===== src/rtl/wb_pkg.sv =====
// Shared types and widths for the Wishbone master bridge.
package wb_pkg;

    localparam int unsigned WB_DW   = 32;
    localparam int unsigned WB_AW   = 32;
    localparam int unsigned WB_SELW = 4;
    // Storage width for the request tag. Tags wider than this are truncated.
    localparam int unsigned WB_TAGW = 8;

    typedef enum logic [1:0] {
        IDLE,
        ARB,
        STB,
        RWAIT
    } wb_state_e;

    typedef struct packed {
        logic [WB_AW-1:0]   addr;
        logic [WB_DW-1:0]   wdata;
        logic [WB_SELW-1:0] be;
        logic               we;
        logic [WB_TAGW-1:0] tag;
    } wb_req_t;

endpackage


===== src/rtl/wb_master_bridge.sv =====
// Core request/grant port to Wishbone classic single-access master.
// One transaction in flight; bounded retry on rty and a cycle timeout.
module wb_master_bridge
    import wb_pkg::*;
#(
    parameter int unsigned TAGSIZE   = 1,
    parameter int unsigned MAX_RETRY = 3,
    parameter int unsigned TIMEOUT   = 255
) (
    input  logic                clk_i,
    input  logic                rstn_i,
    input  logic                req_i,
    input  logic                we_i,
    input  logic [WB_AW-1:0]    addr_i,
    input  logic [WB_DW-1:0]    wdata_i,
    input  logic [WB_SELW-1:0]  be_i,
    input  logic [TAGSIZE-1:0]  tag_i,
    output logic                gnt_o,
    output logic                rvalid_o,
    output logic [WB_DW-1:0]    rdata_o,
    output logic                err_o,
    output logic [WB_DW-1:0]    wb_dat_o,
    output logic [WB_AW-1:0]    wb_adr_o,
    output logic [WB_SELW-1:0]  wb_sel_o,
    output logic                wb_we_o,
    output logic                wb_cyc_o,
    output logic                wb_stb_o,
    output logic [TAGSIZE-1:0]  wb_tga_o,
    output logic [TAGSIZE-1:0]  wb_tgd_o,
    output logic [TAGSIZE-1:0]  wb_tgc_o,
    input  logic                wb_gnt_i,
    input  logic [WB_DW-1:0]    wb_dat_i,
    input  logic                wb_ack_i,
    input  logic                wb_err_i,
    input  logic                wb_rty_i
);

    localparam int unsigned RCW = (MAX_RETRY > 0) ? $clog2(MAX_RETRY + 1) : 1;

    wb_state_e           state_q, state_d;
    wb_req_t             req_q, req_d;
    logic [RCW-1:0]      rty_cnt_q, rty_cnt_d;
    logic [7:0]          tmo_cnt_q, tmo_cnt_d;
    logic                rvalid_q, rvalid_d;
    logic                err_q, err_d;
    logic [WB_DW-1:0]    rdata_q, rdata_d;

    logic                accept;
    logic                tmo_hit;
    logic                retry_left;
    logic                done_ok;
    logic                done_err;
    logic                do_retry;

    assign accept     = (state_q == IDLE) && req_i;
    // >= rather than == so a retry issued on the last allowed cycle still
    // times out in the following RWAIT instead of wrapping the counter.
    assign tmo_hit    = (tmo_cnt_q >= 8'(TIMEOUT - 1));
    assign retry_left = (rty_cnt_q < RCW'(MAX_RETRY));

    // Decode how the current cycle ends: ack > err > rty, then grant loss / timeout
    always_comb begin
        done_ok  = 1'b0;
        done_err = 1'b0;
        do_retry = 1'b0;
        case (state_q)
            STB: begin
                if (wb_ack_i) begin
                    done_ok = 1'b1;
                end else if (wb_err_i) begin
                    done_err = 1'b1;
                end else if (wb_rty_i) begin
                    if (retry_left) do_retry = 1'b1;
                    else            done_err = 1'b1;
                end else if (!wb_gnt_i || tmo_hit) begin
                    done_err = 1'b1;
                end
            end
            ARB, RWAIT: done_err = tmo_hit;
            default: ;
        endcase
    end

    // State register
    always_ff @(posedge clk_i or negedge rstn_i) begin
        if (!rstn_i) state_q <= IDLE;
        else         state_q <= state_d;
    end

    // Next-state logic
    always_comb begin
        state_d = state_q;
        case (state_q)
            IDLE:  if (req_i) state_d = ARB;
            ARB: begin
                if (done_err)      state_d = IDLE;
                else if (wb_gnt_i) state_d = STB;
            end
            STB: begin
                if (done_ok || done_err) state_d = IDLE;
                else if (do_retry)       state_d = RWAIT;
            end
            RWAIT: state_d = done_err ? IDLE : STB;
            default: state_d = IDLE;
        endcase
    end

    // Bus and core-side outputs decoded from state
    always_comb begin
        gnt_o    = (state_q == IDLE) && req_i && rstn_i;
        wb_cyc_o = (state_q != IDLE);
        wb_stb_o = (state_q == STB);
        wb_adr_o = wb_cyc_o ? req_q.addr  : '0;
        wb_dat_o = wb_cyc_o ? req_q.wdata : '0;
        wb_sel_o = wb_cyc_o ? req_q.be    : '0;
        wb_we_o  = wb_cyc_o && req_q.we;
        wb_tga_o = wb_cyc_o ? TAGSIZE'(req_q.tag) : '0;
        wb_tgd_o = wb_cyc_o ? TAGSIZE'(req_q.tag) : '0;
        wb_tgc_o = wb_cyc_o ? TAGSIZE'(req_q.tag) : '0;
        rvalid_o = rvalid_q;
        err_o    = err_q;
        rdata_o  = rdata_q;
    end

    // Request capture, counters and next-cycle response
    always_comb begin
        req_d     = req_q;
        rty_cnt_d = rty_cnt_q;
        tmo_cnt_d = (state_q == IDLE) ? 8'd0 : tmo_cnt_q + 8'd1;
        if (accept) begin
            req_d.addr  = addr_i;
            req_d.wdata = wdata_i;
            req_d.be    = be_i;
            req_d.we    = we_i;
            req_d.tag   = WB_TAGW'(tag_i);
            rty_cnt_d   = '0;
        end else if (do_retry) begin
            rty_cnt_d = rty_cnt_q + RCW'(1);
        end
        rvalid_d = done_ok || done_err;
        err_d    = done_err;
        rdata_d  = (done_ok && !req_q.we) ? wb_dat_i : '0;
    end

    // Datapath registers
    always_ff @(posedge clk_i or negedge rstn_i) begin
        if (!rstn_i) begin
            req_q     <= '0;
            rty_cnt_q <= '0;
            tmo_cnt_q <= '0;
            rvalid_q  <= 1'b0;
            err_q     <= 1'b0;
            rdata_q   <= '0;
        end else begin
            req_q     <= req_d;
            rty_cnt_q <= rty_cnt_d;
            tmo_cnt_q <= tmo_cnt_d;
            rvalid_q  <= rvalid_d;
            err_q     <= err_d;
            rdata_q   <= rdata_d;
        end
    end

endmodule


===== config.mk =====
export PLATFORM = sky130hd
export DESIGN_NAME = wb_master_bridge
export DESIGN_NICKNAME = d
export VERILOG_FILES = /design/src/rtl/wb_pkg.sv /design/src/rtl/wb_master_bridge.sv
export SDC_FILE = /design/constraint.sdc
export NUM_CORES = 1
export LEC_CHECK = 0
export ABC_AREA = 1
export CAP_MARGIN = 20
export CORE_AREA = 10 10 121 123
export CTS_CLUSTER_SIZE = 24
export DETAILED_ROUTE_END_ITERATION = 10
export DIE_AREA = 0 0 131 133
export PLACE_DENSITY = 0.77
export SYNTH_ARGS = -nofsm -noshare
export SYNTH_HDL_FRONTEND = slang
export SYNTH_SLANG_ARGS = --single-unit

===== constraint.sdc =====
create_clock -name clk_i -period 2.5 [get_ports clk_i]
set_input_delay 0.5 -clock clk_i [delete_from_list [all_inputs] [get_ports clk_i]]
set_output_delay 0.5 -clock clk_i [all_outputs]
set_load 0.1 [all_outputs]

==> impl_results.html <==
<table>
<tr><th>Metric</th><th>Value</th></tr>
<tr><th colspan="2">Run status</th></tr>
<tr><td>Run status</td><td>complete, no violations</td></tr>
<tr><th colspan="2">Drt</th></tr>
<tr><td>Post-route antenna net violation count</td><td>0</td></tr>
<tr><td>Number of iterations in the first detailed-routing pass</td><td>6</td></tr>
<tr><td>Detail-routed via count per cell</td><td>4.48</td></tr>
<tr><td>Initial DRC Count</td><td>212</td></tr>
<tr><td>Post-Route WL</td><td>14,700 µm</td></tr>
<tr><td>Remaining routing DRC violations</td><td>0</td></tr>
<tr><td>Routed length per placed instance</td><td>15.2 µm</td></tr>
<tr><td>Vias after detailed routing</td><td>4,330</td></tr>
<tr><th colspan="2">Timing</th></tr>
<tr><td>Number of hold violations in the final report</td><td>0</td></tr>
<tr><td>Worst-margin pin slew</td><td>0.666 ns</td></tr>
<tr><td>Setup repair after global routing missed its margin</td><td>false</td></tr>
<tr><td>Clock skew after layout</td><td>0.00705 ns</td></tr>
<tr><td>Final-report setup violation count</td><td>0</td></tr>
<tr><td>FMAX</td><td>0.434 GHz</td></tr>
<tr><td>Max-slew violation total from the final report</td><td>0</td></tr>
<tr><td>Post-Route Hold Slack</td><td>0.133 ns</td></tr>
<tr><td>Final critical path time including I/O delays and setup</td><td>2.30 ns</td></tr>
<tr><td>Slew headroom</td><td>0.556</td></tr>
<tr><td>Post-route clock period utilization</td><td>0.922</td></tr>
<tr><th colspan="2">GRT</th></tr>
<tr><td>M3 GR Usage</td><td>0.0935</td></tr>
<tr><td>Number of global-route vias before repair</td><td>4,571</td></tr>
<tr><td>Fraction of met1 tracks used by global routing</td><td>0.197</td></tr>
<tr><td>Maximum number of pins on one net before global-route repair</td><td>143</td></tr>
<tr><td>Global-route total usage across every layer</td><td>0.171</td></tr>
<tr><td>Antenna violations before repair</td><td>0</td></tr>
<tr><td>Total overflow reported by the global router</td><td>0</td></tr>
<tr><td>Met2 layer usage reported by global route</td><td>0.264</td></tr>
<tr><td>Most crowded layer after global routing</td><td>met2</td></tr>
<tr><td>Wire length of the first global-routing pass</td><td>23,400 µm</td></tr>
<tr><th colspan="2">Layout</th></tr>
<tr><td>Area overhead of the layout relative to synthesis</td><td>74.0%</td></tr>
<tr><td>Layout cells sized above 1</td><td>0.189</td></tr>
<tr><td>Number of diodes added for antenna fixing</td><td>0</td></tr>
<tr><td>Filler-free cell count of the finished design</td><td>966</td></tr>
<tr><td>Final net count</td><td>893</td></tr>
<tr><th colspan="2">Clocking</th></tr>
<tr><td>Count of instances resized after the clock tree is built</td><td>0</td></tr>
<tr><td>Number of clock buffers inserted by TritonCTS</td><td>17</td></tr>
<tr><td>Cell at the root of the clock tree</td><td>sky130_fd_sc_hd__clkbuf_16</td></tr>
<tr><td># hold bufs at CTS</td><td>0</td></tr>
<tr><td>Source-to-sink clock delay at the later pin of the worst-skew pair</td><td>0.41 ns</td></tr>
<tr><td>CTS max path bufs</td><td>2</td></tr>
<tr><td>TritonCTS clock tree</td><td>built</td></tr>
<tr><td>Clock sink total</td><td>116</td></tr>
<tr><td>Clock transition at the register clock pins on the worst setup and hold paths after CTS</td><td>0.05 ns</td></tr>
<tr><td>Post-CTS setup buffers</td><td>0</td></tr>
<tr><td>Depth of the CTS H-tree</td><td>4</td></tr>
<tr><th colspan="2">Placement</th></tr>
<tr><td>Number of input and output port buffers inserted</td><td>217</td></tr>
<tr><td>Final HPWL DP</td><td>11,200 µm</td></tr>
<tr><td>Placed insts</td><td>934</td></tr>
<tr><td>Routability-driven placement congestion ratio</td><td>0.846</td></tr>
<tr><th colspan="2">Floorplan</th></tr>
<tr><td>Total I/O pin count</td><td>218</td></tr>
<tr><td>Area of the placeable core</td><td>12,400 µm²</td></tr>
<tr><td>Starting utilization of the core area</td><td>0.390</td></tr>
<tr><td>Die width</td><td>131 µm</td></tr>
<tr><td>Chip Height</td><td>133 µm</td></tr>
<tr><td>Number of core rows</td><td>41</td></tr>
<tr><td>Total Die Area</td><td>17,400 µm²</td></tr>
<tr><th colspan="2">Min path</th></tr>
<tr><td>Tightest Hold Check Type</td><td>input port to asynchronous set/reset pin</td></tr>
<tr><th colspan="2">Synth</th></tr>
<tr><td>Synthesized netlist cell count</td><td>567</td></tr>
<tr><td>Cell with the most instances after synthesis</td><td>sky130_fd_sc_hd__inv_1</td></tr>
<tr><td>Mapped Avg Cell Area</td><td>8.51 µm²</td></tr>
<tr><td>Count of unique library cells instantiated by Yosys</td><td>23</td></tr>
<tr><td>Commonest cells post-synth</td><td>118 x sky130_fd_sc_hd__inv_1, 117 x sky130_fd_sc_hd__nor2_1, 116 x sky130_fd_sc_hd__dfrtp_1, 86 x sky130_fd_sc_hd__nand2_1, 43 x sky130_fd_sc_hd__o21ai_1</td></tr>
<tr><td>Summed instance area of the synthesized netlist</td><td>4820 µm²</td></tr>
<tr><td>Cell type contributing the most total cell area after synthesis</td><td>sky130_fd_sc_hd__dfrtp_1</td></tr>
<tr><td>Number of warnings reported in the yosys synthesis log</td><td>0</td></tr>
<tr><td>Primary flip-flop cell chosen by synthesis mapping</td><td>sky130_fd_sc_hd__dfrtp_1</td></tr>
<tr><td>Net count after synthesis</td><td>679</td></tr>
<tr><td>Sequential share of the synthesized area</td><td>0.602</td></tr>
<tr><td>Count of flip-flops with a built-in enable after synthesis</td><td>0</td></tr>
<tr><td>Area contributors post-synth</td><td>sky130_fd_sc_hd__dfrtp_1 60%, sky130_fd_sc_hd__inv_1 9.2%, sky130_fd_sc_hd__nor2_1 9.1%</td></tr>
<tr><td>Top-area cell type share of the netlist area</td><td>0.602</td></tr>
<tr><td>Count of state elements after synthesis</td><td>116</td></tr>
<tr><td>Share of flip-flops with an asynchronous set or reset</td><td>1.00</td></tr>
<tr><th colspan="2">Critical path</th></tr>
<tr><td>Crit path buffers/inverters</td><td>2</td></tr>
<tr><td>Kind of cell with the highest combined delay on the critical path</td><td>buffers and inverters</td></tr>
<tr><td>CP Cell Sequence</td><td>nor2_4, buf_4, nor2_1, buf_12</td></tr>
<tr><td>Largest incremental delay on the critical path</td><td>0.46 ns</td></tr>
<tr><td>Worst-path cell with the longest stage delay</td><td>sky130_fd_sc_hd__dfrtp_1</td></tr>
<tr><td>Critical-path maximum fanout</td><td>35</td></tr>
<tr><td>Endpoint type of the worst setup path</td><td>primary output</td></tr>
<tr><td>Startpoint type of the worst setup path</td><td>flop</td></tr>
<tr><td>Setup Crit Path Kind</td><td>flop to primary output</td></tr>
<tr><td>Endpoint arrival time on the critical path</td><td>1.80 ns</td></tr>
<tr><td>Critical Path RT</td><td>2.00 ns</td></tr>
<tr><th colspan="2">Flow run</th></tr>
<tr><td>Count of max-cap constraint violations</td><td>0</td></tr>
</table>
## layout make-up
cell class              count  area (µm²)
fillers                   935        3970
flip-flops and latches    116        2900
repair buffers            223        2890
multi-input cells         304        1330
clock buffers              21         450
inverters                 119         447
well taps                 172         215
clock inverters            11         158
## worst paths after layout
check	from	end	slack, ns	depth (start not counted)
worst max register to register	state_q[0]	req_q[15]	0.72	5
max in group asynchronous	rstn_i	req_q[26]	1.82	2
worst max-delay path	state_q[0]	wb_dat_o[4]	0.20	4
worst min-delay path	rstn_i	req_q[17]	0.13	2
worst min register to register	rty_cnt_q[1]	rty_cnt_q[1]	0.51	1
min in group clk_i	rty_cnt_q[1]	rty_cnt_q[1]	0.51	1
## cells in the final DEF (no fill, tap or decap)
cell and instances:
sky130_fd_sc_hd__a21oi_1 5, sky130_fd_sc_hd__a22o_1 1, sky130_fd_sc_hd__and3_1 1, sky130_fd_sc_hd__buf_12 76
sky130_fd_sc_hd__buf_4 40, sky130_fd_sc_hd__bufinv_16 4, sky130_fd_sc_hd__clkbuf_1 3, sky130_fd_sc_hd__clkbuf_16 17
sky130_fd_sc_hd__clkbuf_8 1, sky130_fd_sc_hd__clkdlybuf4s50_1 107, sky130_fd_sc_hd__clkinv_2 6, sky130_fd_sc_hd__clkinvlp_4 1
sky130_fd_sc_hd__dfrtp_1 116, sky130_fd_sc_hd__ha_1 3, sky130_fd_sc_hd__inv_1 118, sky130_fd_sc_hd__inv_2 1
sky130_fd_sc_hd__nand2_1 86, sky130_fd_sc_hd__nand3_1 6, sky130_fd_sc_hd__nand4_1 3, sky130_fd_sc_hd__nor2_1 115
sky130_fd_sc_hd__nor2_2 2, sky130_fd_sc_hd__nor2_4 2, sky130_fd_sc_hd__nor3_1 6, sky130_fd_sc_hd__o211ai_1 1
sky130_fd_sc_hd__o21ai_0 28, sky130_fd_sc_hd__o21ai_1 43, sky130_fd_sc_hd__o21bai_1 1, sky130_fd_sc_hd__xor2_1 1
## sequential cells by signal, summed over array words and instances (netlist names)
signal and cells:
req_q 70, rdata_o 32, tmo_cnt_q 8, rty_cnt_q 2, state_q 2, err_o 1
rvalid_o 1
## routing by layer
metal  routed length [µm]  up-vias
li1                     -     2108
met3                 1870       15
met4                  165        0
met1                 5850     2032
met5                    0        -
met2                 6790      175
## metrics by stage
stage | cell area [µm²] | utilization | TNS (ns) | worst slack [ns]
2_1_floorplan | 4830 | - | -3.77 | -0.0976
3_3_place_gp | 7780 | 0.629 | 0 | 0.423
3_5_place_dp | 7780 | 0.629 | 0 | 0.399
4_1_cts | 8390 | 0.679 | 0 | 0.158
5_1_grt | 8390 | 0.679 | 0 | 0.0621
6_report | 8390 | 0.679 | 0 | 0.195
## worst register-to-register path, stage by stage (launching register included)
cell and delay (ns):
sky130_fd_sc_hd__dfrtp_1 0.46, sky130_fd_sc_hd__nor2_4 0.20, sky130_fd_sc_hd__inv_2 0.11, sky130_fd_sc_hd__nor2_4 0.14, sky130_fd_sc_hd__buf_12 0.39, sky130_fd_sc_hd__o21ai_0 0.33
## cells by family (layout without fill, tap and decap cells)
kind of cell | after synthesis | after routing | share of synthesized area
AND/OR/NAND/NOR | 221 | 221 | 0.180
flip-flops | 116 | 116 | 0.602
adder cells (fa/ha/maj) | 3 | 3 | 0.00778
XOR/XNOR | 1 | 1 | 0.00182
buffers and inverters | 147 | 374 | 0.125
AO/OA/AOI/OAI | 79 | 79 | 0.0838
Power is not shown: default switching activity piles up to over one toggle a cycle in this logic, so the estimate is an artifact.
